==> src/rtl/core_pipe_ctrl_pkg.sv <==
// rtl/core_pipe_ctrl_pkg.sv - watchdog state encodings and register-index constants
package core_pipe_ctrl_pkg;

  typedef enum logic [1:0] {
    PC_RUN  = 2'd0,
    PC_HOLD = 2'd1,
    PC_TRIP = 2'd2
  } wdog_state_t;

  localparam int REG_X0 = 0;

endpackage

==> src/rtl/core_sat_cnt.sv <==
// rtl/core_sat_cnt.sv - saturating up-counter; EN=0 builds no flops and ties cnt to 0
module core_sat_cnt #(
  parameter int W  = 32,
  parameter bit EN = 1'b1
) (
  input  logic         clock,
  input  logic         reset,
  input  logic         inc,
  output logic [W-1:0] cnt
);

  generate
    if (EN) begin : g_cnt
      always_ff @(posedge clock or negedge reset) begin
        if (!reset) begin
          cnt <= '0;
        end else if (inc && (cnt != '1)) begin
          cnt <= cnt + W'(1);
        end
      end
    end else begin : g_off
      logic unused_inputs;
      assign unused_inputs = &{1'b0, clock, reset, inc};
      assign cnt = '0;
    end
  endgenerate

endmodule

==> src/rtl/core_pipe_ctrl.sv <==
// rtl/core_pipe_ctrl.sv - pipeline valid chain, load-use/flush/freeze control, freeze watchdog
// Perf counters are built only when CORE_PIPE_PERF_EN is defined.
module core_pipe_ctrl
  import core_pipe_ctrl_pkg::*;
#(
  parameter int NUM_STAGES  = 5,
  parameter int REG_ADDR_W  = 5,
  parameter int CNT_W       = 32,
  parameter int WDOG_CYCLES = 1024
) (
  input  logic                  clock,
  input  logic                  reset,
  input  logic                  fetch_valid,
  input  logic [REG_ADDR_W-1:0] dec_rs1,
  input  logic [REG_ADDR_W-1:0] dec_rs2,
  input  logic                  dec_use_rs1,
  input  logic                  dec_use_rs2,
  input  logic [REG_ADDR_W-1:0] ex_write_sel,
  input  logic                  ex_is_load,
  input  logic                  br_en,
  input  logic                  dcache_stall,
  output logic                  stall_fd,
  output logic                  bubble_a,
  output logic                  flush_f,
  output logic [NUM_STAGES-1:0] stage_valid,
  output logic                  retire,
  output logic                  wdog_trip,
  output logic [CNT_W-1:0]      cyc_cnt,
  output logic [CNT_W-1:0]      ret_cnt,
  output logic [CNT_W-1:0]      stl_cnt
);

  localparam int FCNT_W = $clog2(WDOG_CYCLES + 1);

`ifdef CORE_PIPE_PERF_EN
  localparam bit PERF_EN = 1'b1;
`else
  localparam bit PERF_EN = 1'b0;
`endif

  logic                  freeze;
  logic                  hz;
  logic                  flush;
  logic [NUM_STAGES-1:0] v;
  wdog_state_t           state;
  logic [FCNT_W-1:0]     fcnt;

  // Gating with reset keeps every combinational output at 0 while reset is held.
  assign freeze = dcache_stall & reset;
  assign hz     = v[1] & v[2] & ex_is_load & (ex_write_sel != REG_ADDR_W'(REG_X0)) &
                  ((dec_use_rs1 & (dec_rs1 == ex_write_sel)) |
                   (dec_use_rs2 & (dec_rs2 == ex_write_sel)));
  assign flush  = br_en & v[1] & ~hz;

  assign stall_fd    = freeze | hz;
  assign bubble_a    = ~freeze & hz;
  assign flush_f     = ~freeze & flush;
  assign retire      = v[NUM_STAGES-1] & ~freeze;
  assign stage_valid = v;

  always_ff @(posedge clock or negedge reset) begin
    if (!reset) begin
      v <= '0;
    end else if (freeze) begin
      v <= v;
    end else if (hz) begin
      v[2]              <= 1'b0;
      v[NUM_STAGES-1:3] <= v[NUM_STAGES-2:2];
    end else begin
      v[0]              <= fetch_valid;
      v[1]              <= v[0] & ~flush;
      v[NUM_STAGES-1:2] <= v[NUM_STAGES-2:1];
    end
  end

  // fcnt counts consecutive frozen edges; TRIP is left only through reset.
  always_ff @(posedge clock or negedge reset) begin
    if (!reset) begin
      state     <= PC_RUN;
      fcnt      <= '0;
      wdog_trip <= 1'b0;
    end else begin
      case (state)
        PC_RUN: begin
          if (freeze) begin
            state <= PC_HOLD;
            fcnt  <= FCNT_W'(1);
          end
        end
        PC_HOLD: begin
          if (!freeze) begin
            state <= PC_RUN;
            fcnt  <= '0;
          end else if (fcnt == FCNT_W'(WDOG_CYCLES - 1)) begin
            state     <= PC_TRIP;
            wdog_trip <= 1'b1;
          end else begin
            fcnt <= fcnt + FCNT_W'(1);
          end
        end
        PC_TRIP: begin
          wdog_trip <= 1'b1;
        end
        default: begin
          state <= PC_RUN;
          fcnt  <= '0;
        end
      endcase
    end
  end

  core_sat_cnt #(.W(CNT_W), .EN(PERF_EN)) u_cyc_cnt (
    .clock (clock),
    .reset (reset),
    .inc   (1'b1),
    .cnt   (cyc_cnt)
  );

  core_sat_cnt #(.W(CNT_W), .EN(PERF_EN)) u_ret_cnt (
    .clock (clock),
    .reset (reset),
    .inc   (retire),
    .cnt   (ret_cnt)
  );

  core_sat_cnt #(.W(CNT_W), .EN(PERF_EN)) u_stl_cnt (
    .clock (clock),
    .reset (reset),
    .inc   (stall_fd),
    .cnt   (stl_cnt)
  );

endmodule
==> config.mk <==
export PLATFORM = sky130hd
export DESIGN_NAME = core_pipe_ctrl
export DESIGN_NICKNAME = d
export VERILOG_FILES = /design/src/rtl/core_pipe_ctrl_pkg.sv /design/src/rtl/core_sat_cnt.sv /design/src/rtl/core_pipe_ctrl.sv
export SDC_FILE = /design/constraint.sdc
export NUM_CORES = 1
export LEC_CHECK = 0
export CAP_MARGIN = 0
export CORE_UTILIZATION = 36
export DETAILED_ROUTE_END_ITERATION = 8
export PLACE_DENSITY = 0.83
export SYNTH_ARGS = -nofsm -noshare
export SYNTH_HDL_FRONTEND = slang
export SYNTH_SLANG_ARGS = --single-unit
==> constraint.sdc <==
create_clock -name clock -period 2.3 [get_ports clock]
set_clock_uncertainty 0.15 [all_clocks]
set_input_delay 0.46 -clock clock [delete_from_list [all_inputs] [get_ports clock]]
set_output_delay 0.46 -clock clock [all_outputs]
set_load 0.02 [all_outputs]
-- Word-level counts from Yosys, hierarchy flattened
Index checks and enable logic that the tools add are counted.
- register bits: 19
- latch bits: 0
- bits in writable memories: 0
- memory bits (read-only): 0
- word-level logic and storage cells: 54
- memories kept: 0
- add/subtract/negate cells: 1
- multipliers: 0
- divide/modulo/power cells: 0
- magnitude comparators: 0
- equal/unequal tests: 10
- shift-type cells: 0
- muxes and demuxes: 12
- bitwise logic cells: 19
- reductions and logical operators: 7
- operator list (operator ; count):
    $mux 11 ; 3
    $pmux 11 s3 ; 1
    $and 1x1->1 ; 13
    $add 11x1->11 const B ; 1
    $eq 11x10->1 const B ; 1
    $eq 5x5->1 ; 2
    $reduce_and 3->1 ; 3
    $mux 2 ; 3
    $ne 2x2->1 const B ; 3
    $ne 3x3->1 const B ; 2
    $pmux 2 s3 ; 1
    $reduce_bool 5->1 ; 1
    $not 1->1 ; 4
    $mux 1 ; 3
    $eq 2x1->1 const B ; 1
    $eq 2x2->1 const B ; 1
    $logic_not 2->1 ; 1
    $or 1x1->1 ; 2
    $pmux 1 s2 ; 1
    $reduce_and 2->1 ; 1
    $reduce_bool 2->1 ; 1

-- Longest topological paths before layout
- word-level depth: 8
- mapped depth: 7
- depth with buffers taken out: 6

-- Cells and area by module
Synthesis repeated with hierarchy kept, for this count alone.
- cells, all modules: 217
- area total of the unflattened synthesis: 1844.3 um^2
- by module, submodules not included (module ; instances ; cells an instance ; area an instance (um^2)):
    core_pipe_ctrl ; 1 ; 118 ; 1112.3
    core_sat_cnt ; 3 ; 33 ; 244.0

-- Worst setup path after synthesis
No wires, ideal clock.
- path type: input -> output
- start point: in ex_write_sel[1]
- end point: out bubble_a
- data arrival time: 1311 ps
- path slack: 379 ps
- cell stages on the path: 5
- buffers on the path: 0
- cell sequence: xnor2_1 > nand4_1 > o22ai_1 > nand2_1 > a21oi_1
- word-level cells in the longest chain between the ends: 5
- elaborated cells between the ends (all ways): 9
- those cells by class: eq/ne: 2; bitwise: 6; reduce/logical: 1
- ends and longest elaborated chain (element ; RTL line ; RTL):
    start: declaration ; core_pipe_ctrl.sv:18 ; input logic [REG_ADDR_W-1:0] ex_write_sel,
    $eq 5x5->1, on equally long branches ; core_pipe_ctrl.sv:51, core_pipe_ctrl.sv:52 ;
    $and 1x1->1, on equally long branches ; core_pipe_ctrl.sv:51, core_pipe_ctrl.sv:52 ;
    $or 1x1->1 ; core_pipe_ctrl.sv:51 ; ((dec_use_rs1 & (dec_rs1 == ex_write_sel)) |
    $and 1x1->1 (*) ; core_pipe_ctrl.sv:50 ; assign hz = v[1] & v[2] & ex_is_load & (ex_write_sel != REG_ADDR_W'(REG_X0)) &
    $and 1x1->1 (*) ; core_pipe_ctrl.sv:56 ; assign bubble_a = ~freeze & hz;
    end: declaration ; core_pipe_ctrl.sv:23 ; output logic bubble_a,
Every way passes the cells marked *; elsewhere a longest branch is shown, timed or not.

-- Worst setup path after layout
Ends and elaborated chain as after synthesis.

==> summary.md <==
| Metric | Value |
|---|---|
| Final setup vio count | `0` |
| DR pass1 iterations | `4` |
| Post-synth ARST share | `between 90% and 100%` |
| Die height | `74.0 µm` |
| Final GP Congestion | `0.781` |
| CP endpoint kind | `output port` |
| Clock transition at path regs | `0.07 ns` |
| FP Rows | `25` |
| Reg2Reg Depth | `6` |
| Hold Fails Final Rpt | `0` |
| IO Count | `129` |
| FF-to-FF setup slack | `0.24 ns` |
| CP max FO | `3` |
| Crit path DAT | `1.67 ns` |
| Internal power of the cells | `587 µW` |
| Part of the cycle the worst path needs | `99.0%` |
| Worst vdd ir | `0.166 mV` |
| Share of layout cells above drive strength 1 | `around 14%` |
| Synthesized area | `~1900 µm²` |
| Total leakage power | `0.00104 µW` |
| Synth cell types | `40` |
| Comb power frac | `between 30% and 40%` |
| Register area share after synthesis | `25.5%` |
| Mean number of vias per cell | `4.03` |
| EDFF count, synth | `0` |
| Warnings from Yosys | `0` |
| Clk_lat worst skew | `~0.26 ns` |
| Pwr Density | `about 480 nW/µm²` |
| Clock Power Share | `24.7%` |
| Syn_area_per_cell | `8.76 µm²` |
| Part of the power in registers | `39.5%` |
| Worst Hold End | `fcnt[10]$_DFFE_PN0P_` |
| Hold Startpoint | `fcnt[10]$_DFFE_PN0P_` |
| RSZ-0062 raised after global routing | `yes` |
| Core region area | `4850 µm²` |
| Hold Crit Class | `register to register` |
| TritonCTS Buffers | `3` |
| Initial drt markers | `38` |
| CTS tree | `yes` |
| Switch Pwr | `approximately 360 µW` |
| Cells after synthesis | `213` |
| DIE WIDTH | `74.0 µm` |
| Max Cap Violations | `0` |
| Total Routing Usage GR | `12.6%` |
| P&R area growth vs syn | `6.91%` |
| Vias in the first global route | `around 1100` |
| Most frequent cells in the layout | `conb_1, dfrtp_1, nand2_1, clkdlybuf4s50_1, buf_4` |
| PortBufs | `32` |
| Status | `finished, final reports clean` |
| Diodes inserted | `0` |
| Switching fraction of total power | `between 30% and 40%` |
| Reg2reg end | `fcnt[5]$_DFFE_PN0P_` |
| R2R Path Start | `fcnt[0]$_DFFE_PN0P_` |
| Final #Nets | `roughly 280` |
| Tmin final | `2.28 ns` |
| Vias | `1307` |
| Ys flop type | `dfrtp_1` |
| Num Clock Sinks | `19` |
| Crit Path Class | `primary input to output port` |
| WL per Instance | `10.5 µm` |
| WL final | `around 3.4 mm` |
| Fin. max-slew vios | `0` |
| CP required | `1.69 ns` |
| CTS H-Tree Depth | `1` |
| Root Buffer | `clkbuf_8` |
| Hold buffers post-CTS | `0` |
| Antenna violations before repair | `0` |
| Congestion Overflow GR | `0` |
| F_max | `439 MHz` |
| Initial core utilization | `38.5%` |
| Residual DRC count | `0` |
| HPWL after DPL | `~2.7 mm` |
| FF+latch count, synth | `19` |
| Largest net degree at the start of global routing | `15` |
| First-pass GRT wire length | `5.28 mm` |
| Worst Hold Depth | `1` |
| Full die area | `5470 µm²` |
| Most common cell after layout, fill and taps aside | `conb_1` |
| Final ANT Viol Nets | `0` |
| Final Power | `951 µW` |
| Final WS setup | `roughly 0.024 ns` |
| Post-Place Setup Slack | `-0.660 ns` |
| CP Launch Type | `primary input` |
| Clock Path Buffers | `2` |
## flip-flops by register name (all words and copies together), names as in the netlist
| name | count |
|---|---|
| wdog_trip | 1 |
| stage_valid | 5 |
| state | 2 |
| fcnt | 11 |
## worst max path at each step
stage / startpoint / end / cells after the start
after detailed placement: ex_write_sel[2] / bubble_a / 7
final: ex_write_sel[1] / bubble_a / 7
after CTS: dec_rs2[0] / bubble_a / 7
after floorplan: ex_write_sel[1] / bubble_a / 5
after global placement: ex_write_sel[2] / flush_f / 7
after global routing: ex_write_sel[4] / bubble_a / 7
## final cells by class
class	instances	area (µm²)
Inverter	4	15.0
Clock buffer	4	45.0
Sequential cell	19	475
Timing Repair Buffer	45	388
Multi-Input combinational cell	185	987
Tap cell	67	83.8
Fill cell	512	2850
## synth_stat cells, types with 2 or more instances
master    number  share of area, %
inv_1          4              0.80
a21boi_0       2              0.80
a41oi_1        2              0.94
nor2_1         3              0.60
o21ai_0        7               1.9
a31oi_1        7               2.3
a21o_1         2              0.80
buf_4         98                39
xnor2_1       10               4.7
and2_1         2              0.67
mux2_2         4               2.4
a22o_1         2              0.94
dfrtp_1       19                25
nand3_1        2              0.54
nand2_1       13               2.6
a21oi_1        7               1.9
and3_1         4               1.3
nand4_1        3               1.0
## metal layers
metal	vias up	routed length (µm)	GRT usage [%]
li1	615	-	-
met1	617	1350	15.2
met2	64	1770	21.4
met3	11	146	0.949
met4	0	143	8.55
met5	-	0	0
## repair_timing
| item | CTS | global route |
|---|---|---|
| setup buffers | 0 | 1 |
| resized for setup | 33 | 9 |
| setup endpoints to repair | 4 | 3 |
| pin swaps | 13 | 7 |
## cells by family after synthesis
group	Yosys count	synth area share (%)
AO/OA/AOI/OAI	38	13.3
AND/OR/NAND/NOR	36	11.5
flip-flops	19	25.5
buffers and inverters	104	41.6
adder cells (fa/ha/maj)	1	0.671
multiplexers	4	2.41
XOR/XNOR	10	4.69
other	1	0.201
## power groups by stage
stage / Combinational, µW / Sequential, µW / Clock (µW)
after global placement: 342 / 381 / 0
after global routing: 367 / 380 / 253
after detailed placement: 347 / 382 / 0
after floorplan: 340 / 397 / 0
final: 340 / 376 / 235
after CTS: 339 / 376 / 241
## metrics by stage
step	setup TNS, ns	cells	util [%]	hold slack [ns]	area (µm²)
3_5_place_dp	-2.43	319	40.3	0.349	1950
3_3_place_gp	-2.19	319	40.3	0.343	1950
2_1_floorplan	0	308	-	0.0144	2220
4_1_cts	0	323	41.0	0.366	1990
5_1_grt	-0.0243	324	41.1	0.390	1990
6_report	0	324	41.1	0.363	1990
## critical path: stages
cell and delay, ns:
dlygate4sd2_1 0.28, xnor2_1 0.18, nand4_1 0.14, o22ai_2 0.21, nand2_1 0.12, a21oi_2 0.14, buf_6 0.14
No activity file was read; power rests on OpenSTA's default activity.
